--- config.mk ---
export PLATFORM = sky130hd
export DESIGN_NAME = clock_set_controller
export DESIGN_NICKNAME = d
export VERILOG_FILES = /design/src/rtl/clock_pkg.sv /design/src/rtl/button_debounce.sv /design/src/rtl/clock_set_controller.sv
export SDC_FILE = /design/constraint.sdc
export NUM_CORES = 1
export LEC_CHECK = 0
export BUFFER_PORTS_ARGS = -buffer_cell sky130_fd_sc_hd__buf_2
export CORE_MARGIN = 1.5
export CORE_UTILIZATION = 50
export CTS_BUF_LIST = sky130_fd_sc_hd__clkbuf_4
export DETAILED_ROUTE_END_ITERATION = 7
export PLACE_DENSITY = 0.71
export SLEW_MARGIN = 20
export SYNTH_ARGS = -nofsm -noshare
export SYNTH_HDL_FRONTEND = slang
export SYNTH_SLANG_ARGS = --single-unit
--- constraint.sdc ---
create_clock -name CLK100MHZ -period 4.73 [get_ports CLK100MHZ]
set_input_delay 0 -clock CLK100MHZ [delete_from_list [all_inputs] [get_ports CLK100MHZ]]
set_output_delay 0 -clock CLK100MHZ [all_outputs]
set_load 0.005 [all_outputs]
--- src/rtl/clock_pkg.sv ---
// Shared types and constants for the settable MM:SS clock controller.
package clock_pkg;

  localparam int unsigned TIME_W = 6;
  localparam logic [TIME_W-1:0] MAX_SEC_MIN = 6'd59;

  typedef enum logic [1:0] {
    RUN     = 2'd0,
    SET_MIN = 2'd1,
    SET_SEC = 2'd2
  } state_e;

  // Modulo-60 increment shared by ticking and manual setting.
  function automatic logic [TIME_W-1:0] inc_wrap(input logic [TIME_W-1:0] v);
    return (v == MAX_SEC_MIN) ? '0 : v + 1'b1;
  endfunction

endpackage

--- src/rtl/button_debounce.sv ---
// Raw button -> 2-flop synchronizer -> level debouncer -> one-cycle press pulse.
module button_debounce #(
  parameter int unsigned DEBOUNCE_CYCLES = 1_000_000
) (
  input  logic clk,
  input  logic rst_n,
  input  logic btn_raw,
  output logic press
);

  localparam int unsigned CNT_W = (DEBOUNCE_CYCLES > 1) ? $clog2(DEBOUNCE_CYCLES) : 1;
  localparam logic [CNT_W-1:0] CNT_LAST = CNT_W'(DEBOUNCE_CYCLES - 1);

  logic             sync1_q, sync1_d;
  logic             sync2_q, sync2_d;
  logic [CNT_W-1:0] cnt_q, cnt_d;
  logic             level_q, level_d;
  logic             level_prev_q, level_prev_d;
  logic             press_q, press_d;

  // The counter only runs while the synchronized input disagrees with the
  // accepted level; any agreeing sample restarts the stability window.
  always_comb begin
    sync1_d      = btn_raw;
    sync2_d      = sync1_q;
    cnt_d        = '0;
    level_d      = level_q;
    if (sync2_q != level_q) begin
      if (cnt_q == CNT_LAST) level_d = sync2_q;
      else                   cnt_d   = cnt_q + 1'b1;
    end
    level_prev_d = level_q;
    press_d      = level_q & ~level_prev_q;
  end

  always_ff @(posedge clk or negedge rst_n) begin
    if (!rst_n) begin
      sync1_q      <= 1'b0;
      sync2_q      <= 1'b0;
      cnt_q        <= '0;
      level_q      <= 1'b0;
      level_prev_q <= 1'b0;
      press_q      <= 1'b0;
    end else begin
      sync1_q      <= sync1_d;
      sync2_q      <= sync2_d;
      cnt_q        <= cnt_d;
      level_q      <= level_d;
      level_prev_q <= level_prev_d;
      press_q      <= press_d;
    end
  end

  assign press = press_q;

endmodule

--- src/rtl/clock_set_controller.sv ---
// MM:SS clock with MODE/INC button setting and a blink mask for the field being edited.
//   state   | meaning
//   RUN     | prescaler runs, seconds tick, INC ignored, no blanking
//   SET_MIN | time frozen, INC bumps minutes, minute digits blink
//   SET_SEC | time frozen, INC bumps seconds (no carry), second digits blink
module clock_set_controller
  import clock_pkg::*;
#(
  parameter int unsigned TICK_DIV        = 100_000_000,
  parameter int unsigned DEBOUNCE_CYCLES = 1_000_000,
  parameter int unsigned BLINK_DIV       = 25_000_000
) (
  input  logic              CLK100MHZ,
  input  logic              R,
  input  logic              BTN_MODE,
  input  logic              BTN_INC,
  output logic [TIME_W-1:0] seconds,
  output logic [TIME_W-1:0] minutes,
  output logic [1:0]        mode,
  output logic [1:0]        blank
);

  localparam int unsigned PRESC_W = (TICK_DIV > 1) ? $clog2(TICK_DIV) : 1;
  localparam int unsigned BLINK_W = (BLINK_DIV > 1) ? $clog2(BLINK_DIV) : 1;
  localparam logic [PRESC_W-1:0] PRESC_LAST = PRESC_W'(TICK_DIV - 1);
  localparam logic [BLINK_W-1:0] BLINK_LAST = BLINK_W'(BLINK_DIV - 1);

  // Assert asynchronously, release only after two clean clock edges.
  logic rst_meta_q, rst_sync_q;
  always_ff @(posedge CLK100MHZ or negedge R) begin
    if (!R) begin
      rst_meta_q <= 1'b0;
      rst_sync_q <= 1'b0;
    end else begin
      rst_meta_q <= 1'b1;
      rst_sync_q <= rst_meta_q;
    end
  end

  logic mode_p, inc_p;

  button_debounce #(.DEBOUNCE_CYCLES(DEBOUNCE_CYCLES)) u_btn_mode (
    .clk(CLK100MHZ), .rst_n(rst_sync_q), .btn_raw(BTN_MODE), .press(mode_p)
  );

  button_debounce #(.DEBOUNCE_CYCLES(DEBOUNCE_CYCLES)) u_btn_inc (
    .clk(CLK100MHZ), .rst_n(rst_sync_q), .btn_raw(BTN_INC), .press(inc_p)
  );

  state_e             mode_q, mode_d;
  logic [PRESC_W-1:0] presc_q, presc_d;
  logic [BLINK_W-1:0] blink_q, blink_d;
  logic               phase_q, phase_d;
  logic [TIME_W-1:0]  sec_q, sec_d;
  logic [TIME_W-1:0]  min_q, min_d;
  logic [1:0]         blank_q, blank_d;
  logic               tick, blink_wrap;

  always_comb begin
    tick       = (mode_q == RUN) && (presc_q == PRESC_LAST);
    presc_d    = ((mode_q == RUN) && !tick) ? presc_q + 1'b1 : '0;
    blink_wrap = (blink_q == BLINK_LAST);
    blink_d    = blink_wrap ? '0 : blink_q + 1'b1;
    phase_d    = phase_q ^ blink_wrap;

    sec_d  = sec_q;
    min_d  = min_q;
    mode_d = mode_q;

    if (tick) begin
      sec_d = inc_wrap(sec_q);
      if (sec_q == MAX_SEC_MIN) min_d = inc_wrap(min_q);
    end

    // MODE takes priority; a coincident INC is dropped.
    case (mode_q)
      RUN:     if (mode_p) mode_d = SET_MIN;
      SET_MIN: if (mode_p) mode_d = SET_SEC;
               else if (inc_p) min_d = inc_wrap(min_q);
      SET_SEC: if (mode_p) mode_d = RUN;
               else if (inc_p) sec_d = inc_wrap(sec_q);
      default: mode_d = RUN;
    endcase

    blank_d = {phase_d & (mode_d == SET_MIN), phase_d & (mode_d == SET_SEC)};
  end

  always_ff @(posedge CLK100MHZ or negedge rst_sync_q) begin
    if (!rst_sync_q) begin
      mode_q  <= RUN;
      presc_q <= '0;
      blink_q <= '0;
      phase_q <= 1'b0;
      sec_q   <= '0;
      min_q   <= '0;
      blank_q <= 2'b00;
    end else begin
      mode_q  <= mode_d;
      presc_q <= presc_d;
      blink_q <= blink_d;
      phase_q <= phase_d;
      sec_q   <= sec_d;
      min_q   <= min_d;
      blank_q <= blank_d;
    end
  end

  assign seconds = sec_q;
  assign minutes = min_q;
  assign mode    = mode_q;
  assign blank   = blank_q;

endmodule

Word level (Yosys, flattened, before mapping)
Cells that the tools add are included.
Widths: inputs -> output; s select.
- flip-flop bits (word level): 121
- latch bits: 0
- bits in writable memories: 0
- bits in read-only memories: 0
- input port bits: 4
- output and inout port bits: 16
- logic and storage cells: 73
- memories: 0
- add/sub/neg operators: 6
- multiply operators: 0
- div/mod/pow operators: 0
- order comparisons: 0
- equal/unequal tests: 12
- shift-type cells: 0
- mux-type cells: 21
- bitwise operators: 7
- reduce and logical (&&, ||, !) cells: 6
- operators by type and width (operator ; number):
    $mux 20 ; 4
    $mux 6 ; 11
    $add 20x1->20 const B ; 2
    $eq 20x20->1 const B ; 2
    $add 27x1->27 const B ; 1
    $eq 27x27->1 const B ; 1
    $mux 27 ; 1
    $add 25x1->25 const B ; 1
    $eq 25x25->1 const B ; 1
    $mux 25 ; 1
    $add 6x1->6 const B ; 2
    $eq 6x6->1 const B ; 2
    $mux 2 ; 3
    $pmux 2 s3 ; 1
    $and 1x1->1 ; 4
    $eq 2x1->1 const B ; 2
    $eq 2x2->1 const B ; 2
    $reduce_and 2->1 ; 2
    $logic_and 1x1->1 ; 2
    $logic_not 2->1 ; 1
    $ne 1x1->1 ; 2
    $not 1->1 ; 2
    $logic_not 1->1 ; 1
    $xor 1x1->1 ; 1

Longest topological paths before layout
- depth after elaboration: 7
- mapped depth: 7

Modules after synthesis
From an unflattened synthesis, not the netlist that was laid out.
- cell total of the unflattened synthesis: 562
- area total of the unflattened synthesis: 5816.8 um2
- by module, submodules not included (module ; instances ; cells an instance ; area each (um2)):
    clock_set_controller ; 1 ; 344 ; 3474.6
    button_debounce ; 2 ; 109 ; 1171.1

Least setup slack after synthesis
OpenSTA, ideal clock, no wires.
- path kind: reg2reg
- from: register presc_q[8]
- to: register min_q[0] (netlist: minutes[0])
- setup time: 0.128 ns
- data arrival time: 2.545 ns
- setup slack: 2.058 ns
- stages on the path, launching flop included: 7
- cells stage by stage: dfrtp_1 > buf_6 > or4b_1 > or4_4 > or4b_4 > a21oi_4 > mux2_1
- longest elaborated chain between the ends: 6
- ends and longest elaborated chain (item ; RTL line ; RTL):
    from (decl) ; clock_set_controller.sv:51 ; logic [PRESC_W-1:0] presc_q, presc_d;
    from (signal assigned) ; clock_set_controller.sv:99 ; presc_q <= presc_d;
    $eq 27x27->1 (*) ; clock_set_controller.sv:60 ; tick = (mode_q == RUN) && (presc_q == PRESC_LAST);
    $logic_and 1x1->1 (*) ; clock_set_controller.sv:60 ;
    $mux 6 (*) ; clock_set_controller.sv:70 ; if (tick) begin
    $mux 6 ; clock_set_controller.sv:79 ; else if (inc_p) min_d = inc_wrap(min_q);
    $mux 6 ; clock_set_controller.sv:78 ; SET_MIN: if (mode_p) mode_d = SET_SEC;
    $mux 6 (*) ; clock_set_controller.sv:76 ; case (mode_q)
    via min_d[0] ; clock_set_controller.sv:55 ; logic [TIME_W-1:0] min_q, min_d;
    to (signal assigned) ; clock_set_controller.sv:103 ; min_q <= min_d;
    to (decl) ; clock_set_controller.sv:55 ;
Mark *: on every way through the listed nets, which the timed path passes. The rest lies on a longest branch.
A chain may end at the register's enable or synchronous reset.

Worst setup path in the final report
Ends and elaborated chain as after synthesis.

==> metrics.txt <==
Setup crit start=presc_q[8]; post-synth top area share=0.533; Post-Synth Adder-Cell Area=0.0132; max-cap check violation count=0; first-pass GRT wire length=around 18000 µm; Seq pwr share=0.596; Fillers=between 900 and 1k; CORE AREA=11000 µm²; routed wire length per instance=around 13 µm; Antenna Nets Post-Route=0; placer's final routability congestion estimate=0.800; Post-synth EDFFs=0; deepest clock path buffer count=2; Final Critical Period=between 2 and 3 ns; Pre-antenna DRT Iters=4; min-delay src=BTN_MODE; Sequential Area=3030 µm²; total gr overflow=0; cells after synthesis=563; Simple-Gate Fraction of Synth Area=0.256; DR iter-0 viols=~240; vias in the first global route=a little under 4k; Inserted Clock Buffers=17; Sw Share=0.223; overall power=1.77 mW; most frequent cells in the layout=120 x dfrtp_1, 101 x nor2_1, 45 x xor2_1, 40 x nand2_1; multi-input combinational cell area=about 2600 µm²; die area=approximately 12000 µm²; Worst VDD drop=approximately 0.00026 V; synthesis warning total=0; Hold Vio Cnt, Final=0; number of I/O pins=20; reg2reg start=presc_q[8]; CP startpoint kind=flip-flop; Pint=between 1 and 1.5 mW; Max transition margin=0.367; Synth Flop Type=dfrtp_1; antenna violations before repair=0; TNS Setup=0 ns; Initial Utilization=0.518; final setup violation count=0; worst slew pin tran=around 0.95 ns; Hold/Removal Path Class=in2reg; clock skew=around 0.013 ns; fmax=around 360 MHz; Clk pwr share=0.388; Synth Area in XOR/XNOR=0.128; mux contribution to synthesized area=0.0156; RSZ-0062 raised after global routing=false; largest family of logic cells by synthesized area=simple AND/OR/NAND/NOR gates; Final nets=slightly above 600; Cell variety after synth=48; Clock Sinks=roughly 120; # DRC=0; pwr/cell area=around 290 nW/µm²; CTS tree=done; async set-reset flop share out of synthesis=1.00; H-Tree Depth=4; largest net degree at the start of global routing=75; drt total wl=approximately 10000 µm; power share of the combinational group=0.015; commonest non-fill, non-tap cell in the layout=dfrtp_1; Synth Register Bits=around 120; final slew viol count=0; GRT Overall Usage=0.187; Avg Cell Area, Syn=roughly 10 µm²; share of layout cells above drive strength 1=0.111; Layout area overhead=9.47%; Worst setup EP type=flip-flop; Net Sw Power=around 400 µW; Die Span Y=between 100 and 150 µm; post-synth top area cell=dfrtp_1; largest cells by area after synthesis=dfrtp_1 53%, xor2_1 6.9%, nor2_1 6.7%; Lkg Pwr=approximately 2.8 nW; hpwl dp=~6600 µm; Crit path arrival time=about 3.2 ns; outcome=completed; Post-Syn Nets=around 570; via count=around 4.0k; top fanout value on the critical path=7; Std-Cell Rows=38; clk_lat worst skew=~0.50 ns; CTS clk-pin slew, worst paths=approximately 0.10 ns; CP Class=reg2reg; Ant. Diodes=0; clk root buf=clkbuf_4; Post-CTS Setup Repair Bufs=0; die width=around 110 µm; Post-Syn Area=roughly 5700 µm²; register area share after synthesis=0.533; DR vias/cell=roughly 5.4; Critical Path RT=5.12 ns; post-route clock period utilization=0.583; post-synthesis compound-gate area fraction=0.0359; buffers added on ports=19
==> cell usage after synthesis, drive strengths merged, types with 2 or more instances <==
| library cell | count |
|---|---|
| nor2 | 101 |
| or4 | 2 |
| ha | 6 |
| or2 | 6 |
| nand4 | 18 |
| nand2 | 40 |
| nor3 | 17 |
| xnor2 | 38 |
| and2 | 2 |
| nor2b | 6 |
| and3 | 18 |
| and4 | 6 |
| nand3 | 38 |
| o31ai | 4 |
| xor2 | 45 |
| o211ai | 4 |
| nand4b | 2 |
| mux2 | 7 |
| nor4 | 12 |
| nor4bb | 3 |
| nor4b | 4 |
| inv | 12 |
| dfrtp | 121 |
| or3 | 7 |
| nand2b | 4 |
| a21oi | 6 |
| or4b | 2 |
| clkbuf | 13 |
| o21ai | 7 |
==> power groups by stage <==
stage               sequential, mW  combinational [mW]  clock [mW]
floorplan                     1.08              0.0134           0
global placement              1.08              0.0246           0
detailed placement            1.08              0.0253           0
CTS                           1.06              0.0280       0.714
global route                  1.06              0.0318       0.756
finish                        1.06              0.0271       0.689
==> state kept, by name, indices dropped and copies added, names as in the netlist, 2 cells and up <==
signal / count
presc_q: 27
blink_q: 25
u_btn_inc.cnt_q: 20
u_btn_mode.cnt_q: 20
minutes: 6
seconds: 6
blank: 2
mode: 2
==> path summary, 6_finish.rpt <==
check	end	slack, ns	cells past startpoint
max	minutes[0]	1.97	5
min	u_btn_mode.sync1_q	0.14	2
max reg2reg	minutes[0]	1.97	5
min reg2reg	u_btn_mode.sync2_q	0.36	0
max in group asynchronous	blink_q[7]	3.09	1
min in group asynchronous	rst_sync_q	0.34	3
==> routing by layer <==
metal | vias up | global-route usage | routed length [µm]
met2 | 59 | 0.300 | 4710
li1 | 1990 | - | -
met3 | 10 | 0.0581 | 345
met5 | - | 0 | 0
met1 | 1982 | 0.238 | 4860
met4 | 0 | 0.0677 | 88
==> kinds of logic (layout without fill, tap and decap cells) <==
logic type      after synthesis  count (layout)
simple gates                289             289
flops                       121             121
xor+xnor                     83              83
compound gates               29              29
buf+inv                      26              69
mux                           8               8
fa+ha+maj                     6               6
other cells                   1               1
==> stage by stage <==
step | cell area, µm² | hold slack (ns) | util | setup slack [ns] | cells
floorplan | 5680 | -0.296 | - | 1.11 | 563
global placement | 5920 | -0.214 | 0.539 | 2.04 | 711
detailed placement | 5920 | -0.212 | 0.539 | 2.00 | 711
CTS | 6220 | 0.0880 | 0.567 | 1.99 | 746
global route | 6220 | 0.0912 | 0.567 | 1.88 | 746
finish | 6220 | 0.140 | 0.567 | 1.97 | 746
==> worst max-delay path, cell delays in order (launching register included) <==
cell	delay (ns)
dfrtp_1	0.46
or4b_1	0.56
or4_4	0.55
or4b_4	0.54
a21oi_4	0.22
mux2_1	0.33
==> timing repair <==
item,CTS,global route
gates resized for setup,0,0
hold endpoints to repair,4,0
hold buffers,4,0
==> area by class of cell <==
class,instances,share of cell area
Inverter,12,0.00724
Clock inverter,10,0.0167
Clock buffer,21,0.0253
Tap cell,140,0.0282
Timing Repair Buffer,26,0.0253
Multi-Input combinational cell,416,0.410
Sequential cell,121,0.487
No activity file was read; power rests on OpenSTA's default activity.
